[config.mk]
export PLATFORM = sky130hd
export DESIGN_NAME = serial_min_distance_finder_flat
export DESIGN_NICKNAME = d
export VERILOG_FILES = /design/src/rtl/serial_min_distance_finder_if.sv /design/src/rtl/serial_min_distance_finder.sv /design/src/flat_wrapper.sv
export SDC_FILE = /design/constraint.sdc
export NUM_CORES = 1
export LEC_CHECK = 0
export CAP_MARGIN = 20
export CORE_MARGIN = 2
export CORE_UTILIZATION = 38
export DETAILED_ROUTE_END_ITERATION = 8
export PLACE_DENSITY = 0.61
export SYNTH_ARGS = -nofsm -noshare
export SYNTH_HDL_FRONTEND = slang
export SYNTH_SLANG_ARGS = --single-unit
[constraint.sdc]
create_clock -name clk -period 1.9 [get_ports clk]
set_input_delay 0.19 -clock clk [delete_from_list [all_inputs] [get_ports clk]]
set_output_delay 0.19 -clock clk [all_outputs]
set_load 0.02 [all_outputs]
[src/rtl/serial_min_distance_finder_if.sv]
// Handshake and result bus for the serial minimum-distance finder.
interface serial_min_distance_finder_if #(
  parameter int WIDTH = 8,
  parameter int IDX_W = 4
);
  logic             start;
  logic             in_valid;
  logic             in_ready;
  logic [WIDTH-1:0] in_dist;
  logic             in_last;
  logic             busy;
  logic             done;
  logic [WIDTH-1:0] min_dist;
  logic [IDX_W-1:0] min_idx;
  logic [IDX_W-1:0] count;

  modport master (
    output start, in_valid, in_dist, in_last,
    input  in_ready, busy, done, min_dist, min_idx, count
  );

  modport slave (
    input  start, in_valid, in_dist, in_last,
    output in_ready, busy, done, min_dist, min_idx, count
  );
endinterface

[src/rtl/serial_min_distance_finder.sv]
// Streams unsigned distances and tracks the minimum and its index, comparing
// each candidate against the running minimum 2 bits per cycle, MSB pair first.
module serial_min_distance_finder #(
  parameter int WIDTH = 8,
  parameter int IDX_W = 4
) (
  input  logic                          clk,
  input  logic                          rst,
  serial_min_distance_finder_if.slave   bus
);
  localparam int NPAIR = WIDTH / 2;
  localparam int PW    = (NPAIR > 1) ? $clog2(NPAIR) : 1;

  typedef enum logic [2:0] {IDLE, ACCEPT, COMPARE, UPDATE, DONE_HOLD} state_t;

  state_t           state_q;
  logic             in_ready_q, busy_q, done_q;
  logic [WIDTH-1:0] min_dist_q, cand_q;
  logic [IDX_W-1:0] min_idx_q, cand_idx_q, count_q;
  logic             first_q, last_q, eq_q, lt_q;
  logic [PW-1:0]    pair_q;

  // One 2-bit slice of the eq/lt cascade, selected by the pair pointer.
  logic [1:0] a_pair, b_pair;
  logic       eq_d, lt_d;
  always_comb begin
    a_pair = cand_q[2*int'(pair_q) +: 2];
    b_pair = min_dist_q[2*int'(pair_q) +: 2];
    lt_d   = lt_q | (eq_q & (a_pair < b_pair));
    eq_d   = eq_q & (a_pair == b_pair);
  end

  logic xfer;
  assign xfer = bus.in_valid & in_ready_q;

  always_ff @(posedge clk or posedge rst) begin
    if (rst) begin
      state_q    <= IDLE;
      in_ready_q <= 1'b0;
      busy_q     <= 1'b0;
      done_q     <= 1'b0;
      min_dist_q <= '0;
      min_idx_q  <= '0;
      count_q    <= '0;
      cand_q     <= '0;
      cand_idx_q <= '0;
      first_q    <= 1'b0;
      last_q     <= 1'b0;
      eq_q       <= 1'b1;
      lt_q       <= 1'b0;
      pair_q     <= '0;
    end else begin
      done_q <= 1'b0;
      unique case (state_q)
        IDLE, DONE_HOLD: begin
          if (bus.start) begin
            state_q    <= ACCEPT;
            count_q    <= '0;
            first_q    <= 1'b1;
            busy_q     <= 1'b1;
            in_ready_q <= 1'b1;
          end
        end
        ACCEPT: begin
          if (xfer) begin
            if (first_q) begin
              min_dist_q <= bus.in_dist;
              min_idx_q  <= '0;
              count_q    <= IDX_W'(1);
              first_q    <= 1'b0;
              if (bus.in_last) begin
                state_q    <= DONE_HOLD;
                done_q     <= 1'b1;
                busy_q     <= 1'b0;
                in_ready_q <= 1'b0;
              end
            end else begin
              cand_q     <= bus.in_dist;
              cand_idx_q <= count_q;
              count_q    <= count_q + IDX_W'(1);
              last_q     <= bus.in_last;
              eq_q       <= 1'b1;
              lt_q       <= 1'b0;
              pair_q     <= PW'(NPAIR - 1);
              in_ready_q <= 1'b0;
              state_q    <= COMPARE;
            end
          end
        end
        COMPARE: begin
          // Fixed latency: every pair is visited even once the outcome is known.
          eq_q   <= eq_d;
          lt_q   <= lt_d;
          pair_q <= pair_q - PW'(1);
          if (pair_q == '0) state_q <= UPDATE;
        end
        UPDATE: begin
          if (lt_q) begin
            min_dist_q <= cand_q;
            min_idx_q  <= cand_idx_q;
          end
          if (last_q) begin
            state_q <= DONE_HOLD;
            done_q  <= 1'b1;
            busy_q  <= 1'b0;
          end else begin
            state_q    <= ACCEPT;
            in_ready_q <= 1'b1;
          end
        end
        default: state_q <= IDLE;
      endcase
    end
  end

  assign bus.in_ready = in_ready_q;
  assign bus.busy     = busy_q;
  assign bus.done     = done_q;
  assign bus.min_dist = min_dist_q;
  assign bus.min_idx  = min_idx_q;
  assign bus.count    = count_q;
endmodule
[src/flat_wrapper.sv]
// flat-port wrapper written by rule: the top's interface ports become plain ports
module serial_min_distance_finder_flat 
#(
  parameter int WIDTH = 8,
  parameter int IDX_W = 4
)
  (clk, rst, bus_start, bus_in_valid, bus_in_dist, bus_in_last, bus_in_ready, bus_busy, bus_done, bus_min_dist, bus_min_idx, bus_count);
  serial_min_distance_finder_if #(.WIDTH(WIDTH), .IDX_W(IDX_W)) bus_i ();
  input  logic clk;
  input  logic rst;
  input wire logic [$bits(bus_i.start)-1:0] bus_start;
  input wire logic [$bits(bus_i.in_valid)-1:0] bus_in_valid;
  input wire logic [$bits(bus_i.in_dist)-1:0] bus_in_dist;
  input wire logic [$bits(bus_i.in_last)-1:0] bus_in_last;
  output wire logic [$bits(bus_i.in_ready)-1:0] bus_in_ready;
  output wire logic [$bits(bus_i.busy)-1:0] bus_busy;
  output wire logic [$bits(bus_i.done)-1:0] bus_done;
  output wire logic [$bits(bus_i.min_dist)-1:0] bus_min_dist;
  output wire logic [$bits(bus_i.min_idx)-1:0] bus_min_idx;
  output wire logic [$bits(bus_i.count)-1:0] bus_count;
  assign bus_i.start = bus_start;
  assign bus_i.in_valid = bus_in_valid;
  assign bus_i.in_dist = bus_in_dist;
  assign bus_i.in_last = bus_in_last;
  assign bus_in_ready = bus_i.in_ready;
  assign bus_busy = bus_i.busy;
  assign bus_done = bus_i.done;
  assign bus_min_dist = bus_i.min_dist;
  assign bus_min_idx = bus_i.min_idx;
  assign bus_count = bus_i.count;
  serial_min_distance_finder #(.WIDTH(WIDTH), .IDX_W(IDX_W)) u_core (.clk(clk), .rst(rst), .bus(bus_i));
endmodule
==> flow_metrics.tcl, run 1 <==
set metrics [dict create \
    initial_core_utilization 0.392 \
    max_freq_mhz 562 \
    peakVddDrop_mv 0.705 \
    drc_errors 0 \
    postLayoutCellArea_um2 2540 \
    fraction_of_final_layout_cells_with_drive_strength_greater_than_1 0.184 \
    postSynth.topFlopCell "sky130_fd_sc_hd__dfrtp_1" \
    timing.final.max_slew_violations 0 \
    final.setup_skew_ns 0.00646 \
    post_synth_num_cell_types 35 \
    syn_nets 195 \
    std_cell_rows 26 \
    worst-path-max-fanout 12 \
    first_pass_iters 4 \
    timing.critical_path.slowest_stage_cell "sky130_fd_sc_hd__or4b_1" \
    floorplan.core_area_um2 5110 \
    grt_setup_unrepaired "false" \
    cts_max_path_buffers 2 \
    io_buffer_count 31 \
    worstPathArrival_ns 1.95 \
    antenna_found_initial 0 \
    worst_setup_hold_path_clk_slew_ns 0.08 \
    final_core_utilization 0.498 \
    die_area_um2 5860 \
    reported_max_cap_violation_count 0 \
    synth-async-reset-ratio 1.00 \
    critical_path_required_ns 2.07 \
    synth_enable_flop_cells 0 \
    syn_area_per_cell_um2 11.2 \
    finalSetupViolCount 0 \
    endpoint_kind "register" \
    setup.worst_path.start_class "register" \
    worstRegToRegCells 4 \
    cts-hold-fix-buffers 0 \
    layout.cells.most_common_list "sky130_fd_sc_hd__dfrtp_1 (39), sky130_fd_sc_hd__clkdlybuf4s50_1 (31), sky130_fd_sc_hd__inv_1 (15)" \
    worstSkewPairLatency_ns 0.28 \
    die_height_um 76.6 \
    setup_tns_ns 0 \
    antenna_violation_net_count_after_detailed_routing 0 \
    area_overhead_of_the_layout_relative_to_synthesis_pct 27.2 \
    finish.cell_count_without_fillers 293 \
    yosysTopAreaCellShare 0.488 \
    die_x_um 76.6 \
    grt_first_pass_wirelength_um 7220 \
    drt_wl_total_um 4150 \
    finalCriticalPeriod_ns 1.78 \
    total_leakage_power_nw 1.19 \
    i_o_pin_total 32 \
    regToRegSetupSlack_ns 0.12 \
    crit_type "reg2reg" \
    layout.filler_cells 484 \
    multi_input_area_um2 881 \
    powerDensity_nw_per_um2 1610 \
    placement.cell_area_um2 2430 \
    cts_tree "yes" \
    drtIter0Drc 97 \
    synth.largest_area_cell "sky130_fd_sc_hd__dfrtp_1" \
    critPathMaxStageDelay_ns 0.64 \
    final_hold_viol_count 0 \
    timing_worst_slew_pin_value_ns 0.514 \
    synth_area_um2 2000 \
    grt_remaining_overflow 0 \
    timing.hold.worst.class "in2async" \
    worst_r2r_endpoint "u_core.cand_q[6]" \
    post_synth_main_area_contributors "sky130_fd_sc_hd__dfrtp_1 (49%), sky130_fd_sc_hd__mux2i_1 (4.5%), sky130_fd_sc_hd__mux2_2 (4.5%), sky130_fd_sc_hd__mux2_4 (4.5%), sky130_fd_sc_hd__mux4_2 (4.5%)" \
    slew-limit-headroom 0.657 \
    globalRouteTotalUtil 0.153 \
    run_status "finished, final reports clean" \
    ys.warnings.count 0 \
    finalCritPeriodShare 0.936 \
    rr_startpoint "u_core.state_q[2]" \
    number_of_global_route_vias_before_repair 1460 \
    htreeDepth 2 \
    gp_congestion 0.727 \
    routedWlPerCell_um 14.2 \
    num_clock_sinks 40 \
    synthesis.instances 178 \
    clk_root_buffer_cell "sky130_fd_sc_hd__clkbuf_8" \
    n_antenna_cell 0 \
    grt_max_degree 41 \
    synth.yosys.seq_area_share 0.501 \
    seqCellArea_um2 1000 \
    numCtsBuffers 5 \
    hpwl_um 2880 \
    layout_commonest_cell "sky130_fd_sc_hd__dfrtp_1" \
    critical_path.cell_chain "or4b_1 -> nor2_8 -> buf_12 -> mux2_2" \
    routed_via_density 4.95 \
    finalNetCount 239 \
    dr_total_vias 1449 \
    yosys_register_bits 40 \
    post-place-cells 283 \
]
[power by group]
| part | total (W) | internal, W | switching, W |
|---|---|---|---|
| clock network | 0.000575 | 0.000296 | 0.000278 |
| registers | 0.00144 | 0.00119 | 0.000250 |
| logic | 0.00207 | 0.00107 | 0.00101 |
[routing by layer]
metal	part of all wire	global-route usage	wire length, µm	up-vias
li1	-	-	-	707
met1	0.47	0.211	1960	720
met4	0.013	0.0600	55	0
met3	0.021	0.0225	86	4
met2	0.49	0.245	2050	18
met5	0	0	0	-
[worst max path at each step]
stage / start / to / slack (ns)
3_3_place_gp: u_core.state_q[2] / u_core.cand_q[6] / 0.09
4_1_cts: u_core.state_q[2] / u_core.cand_q[6] / 0.03
6_report: u_core.state_q[2] / u_core.cand_q[6] / 0.12
2_1_floorplan: u_core.state_q[2] / u_core.cand_idx_q[2] / 0.03
3_5_place_dp: u_core.state_q[2] / u_core.cand_q[6] / 0.04
5_1_grt: u_core.pair_q[0] / u_core.lt_q / 0.05
[sequential cells by signal (all words and copies together), names as in the netlist]
| name | flops |
|---|---|
| u_core.bus.busy | 1 |
| u_core.bus.count | 4 |
| u_core.bus.done | 1 |
| u_core.bus.in_ready | 1 |
| u_core.bus.min_dist | 8 |
| u_core.bus.min_idx | 4 |
| u_core.cand_idx_q | 4 |
| u_core.cand_q | 8 |
| u_core.eq_q | 1 |
| u_core.first_q | 1 |
| u_core.last_q | 1 |
| u_core.lt_q | 1 |
| u_core.pair_q | 2 |
| u_core.state_q | 3 |
[kinds of logic (layout without fill, tap and decap cells)]
logic type      count (synthesis)  count (layout)  synth area share
simple gates                   47              47             0.124
flops                          40              40             0.501
compound gates                 37              37             0.108
mux                            27              27             0.180
buf+inv                        23              68            0.0613
fa+ha+maj                       4               4            0.0250
[per-stage QoR]
step | setup WS [ns] | power, W | hold WS (ns)
after global placement | 0.0912 | 0.00347 | 0.486
after detailed placement | 0.0445 | 0.00350 | 0.493
after floorplan | 0.0253 | 0.00282 | 0.338
after CTS | 0.0292 | 0.00409 | 0.348
final | 0.121 | 0.00409 | 0.326
after global routing | 0.0471 | 0.00440 | 0.409
[final cells by class]
class                           count  share of cell area
Inverter                           15              0.0221
Timing Repair Buffer               45               0.168
Tap cell                           70              0.0344
Multi-Input combinational cell    115               0.346
Clock buffer                        8              0.0354
Sequential cell                    40               0.394
[worst max-delay path: cells and delay by family, from the launching register on]
| kind | cells | cell delay [ns] |
|---|---|---|
| buffers and inverters | 1 | 0.15 |
| flip-flops | 1 | 0.38 |
| AND/OR/NAND/NOR | 2 | 0.79 |
| multiplexers | 1 | 0.34 |
[repair_timing]
item	in CTS	in global routing
gates resized for setup	0	0
setup endpoints to repair	0	8
hold endpoints to repair	0	0
buffers inserted	0	2
[synth_stat cells (all sizes together) (2+ instances only)]
cell type / instances
nor2: 15
nand2b: 5
a21oi: 13
clkbuf: 3
a21o: 2
nor3: 3
a22o: 2
buf: 5
and2b: 2
o21ai: 13
o22ai: 2
nor2b: 3
nand3: 5
mux2: 14
nand2: 10
mux2i: 9
mux4: 4
ha: 4
inv: 15
dfrtp: 39
Power figures use the tool's default switching activity.
==> inputs of run 2 (changes only) <==
RECOVER_POWER = 25   (was not set)
==> flow_metrics.tcl, run 2 (same netlist as run 1, synthesis figures left out) <==
set metrics [dict create \
    reported_max_cap_violation_count 0 \
    finalCriticalPeriod_ns 1.78 \
    timing_worst_slew_pin_value_ns 1.00 \
    timing.critical_path.slowest_stage_cell "sky130_fd_sc_hd__or4b_1" \
    drtIter0Drc 97 \
    p_switching_w 0.00154 \
    grt_max_degree 41 \
    layout.cells.most_common_list "sky130_fd_sc_hd__dfrtp_1 (39), sky130_fd_sc_hd__clkdlybuf4s50_1 (30), sky130_fd_sc_hd__inv_1 (15)" \
    power_switching_share 0.376 \
    grt_remaining_overflow 0 \
    peakVddDrop_mv 0.705 \
    drt_wl_total_um 4150 \
    routedWlPerCell_um 14.2 \
    timing.final.max_slew_violations 0 \
    worst-path-max-fanout 12 \
    crit_type "reg2reg" \
    fin_hold_ws_ns 0.510 \
    die_height_um 76.6 \
    die_area_um2 5860 \
    number_of_global_route_vias_before_repair 1460 \
    gp_congestion 0.727 \
    fraction_of_final_layout_cells_with_drive_strength_greater_than_1 0.184 \
    final_hold_viol_count 0 \
    first_pass_iters 4 \
    numCtsBuffers 5 \
    layout_commonest_cell "sky130_fd_sc_hd__dfrtp_1" \
    layout.filler_cells 483 \
    n_antenna_cell 0 \
    antenna_violation_net_count_after_detailed_routing 0 \
    globalRouteTotalUtil 0.153 \
    initial_core_utilization 0.392 \
    floorplan.core_area_um2 5110 \
    worstSkewPairLatency_ns 0.28 \
    finalCritPeriodShare 0.936 \
    cts.repair.resized 0 \
    endpoint_kind "register" \
    clk_root_buffer_cell "sky130_fd_sc_hd__clkbuf_8" \
    grt_setup_unrepaired "false" \
    finalSetupViolCount 0 \
    htreeDepth 2 \
    num_clock_sinks 40 \
    setup.worst_path.start_class "register" \
    worst_setup_hold_path_clk_slew_ns 0.08 \
    clock_power_share 0.141 \
    run_status "finished, final reports clean" \
    max_freq_mhz 562 \
    power.internal_w 0.00255 \
    std_cell_rows 26 \
    pwr-share-comb 0.508 \
    total_leakage_power_nw 1.19 \
    powerDensity_nw_per_um2 1610 \
    timing.hold.worst.class "reg2reg" \
    routed_via_density 4.95 \
    power.share.sequential 0.352 \
    drc_errors 0 \
    critical_path.cell_chain "or4b_1 -> nor2_8 -> buf_12 -> mux2_2" \
    die_x_um 76.6 \
    worstPathArrival_ns 1.95 \
    dr_total_vias 1449 \
    cts_tree "yes" \
    i_o_pin_total 32 \
    setup_tns_ns 0 \
    slew-limit-headroom 0.333 \
    critical_path_required_ns 2.07 \
    io_buffer_count 31 \
    critPathMaxStageDelay_ns 0.64 \
    grt_first_pass_wirelength_um 7220 \
    cts_max_path_buffers 2 \
    final_core_utilization 0.498 \
    area_overhead_of_the_layout_relative_to_synthesis_pct 27.1 \
    finalNetCount 239 \
    hpwl_um 2880 \
    regToRegSetupSlack_ns 0.12 \
    antenna_found_initial 0 \
    final.setup_skew_ns 0.00646 \
]
run 2: cell types whose count changed in the layout (fill, tap and decap cells not counted), sizes merged:
cell           before  now
buf                14   13
clkbuf              8    9
clkdlybuf4s50      31   30
dlygate4sd3         0    1
run 2: layout make-up:
type	instances	area, µm²	area share
repair buffers	45	425	0.167
clock buffers	8	90.1	0.0354
inverters	15	56.3	0.0221
multi-input cells	115	881	0.346
flip-flops and latches	40	1000	0.394
well taps	70	87.6	0.0344
run 2: what timing repair did:
action                     in CTS  in global routing
hold buffers                    0                  0
setup endpoints to repair       0                  8
setup buffers                   0                  2
run 2: per-layer routing:
metal / global-route usage / routed length, µm / vias up
met2: 0.245 / 2050 / 18
met4: 0.0600 / 55 / 0
met5: 0 / 0 / -
met3: 0.0225 / 86 / 4
met1: 0.211 / 1960 / 720
li1: - / - / 707
run 2: worst paths after layout:
path / startpoint / endpoint / cells after the start
max: u_core.state_q[2] / u_core.cand_q[6] / 4
min: u_core.lt_q / u_core.lt_q / 2
max reg2reg: u_core.state_q[2] / u_core.cand_q[6] / 4
min reg2reg: u_core.lt_q / u_core.lt_q / 2
max in group asynchronous: rst / u_core.bus.min_dist[6] / 3
min in group asynchronous: rst / u_core.bus.done / 3
run 2: stage by stage:
step	instance area, µm²	setup slack [ns]	std cells	total power (W)
after CTS	2520	0.0292	291	0.00409
final	2540	0.121	293	0.00408
after floorplan	2000	0.0253	178	0.00282
after detailed placement	2430	0.0445	283	0.00350
after global placement	2430	0.0912	283	0.00347
after global routing	2540	0.0471	293	0.00440
run 2: power by group through the flow:
stage / Sequential, W / Clock (W) / Combinational (W)
3_3_place_gp: 0.00144 / 0 / 0.00203
2_1_floorplan: 0.00156 / 0 / 0.00127
6_report: 0.00144 / 0.000575 / 0.00207
3_5_place_dp: 0.00145 / 0 / 0.00205
4_1_cts: 0.00144 / 0.000598 / 0.00206
5_1_grt: 0.00149 / 0.000636 / 0.00227
run 2: critical path: cells and delay by family (launching register included):
kind	cells	cell delay, ns
and+or+nand+nor	2	0.79
DFF	1	0.38
muxes	1	0.34
buffers and inverters	1	0.15
==> inputs of run 3 (changes only) <==
RECOVER_POWER = not set   (was 25)
==> results of run 3 <==
No change in the layout: final DEF, timing and power equal those of run 1.
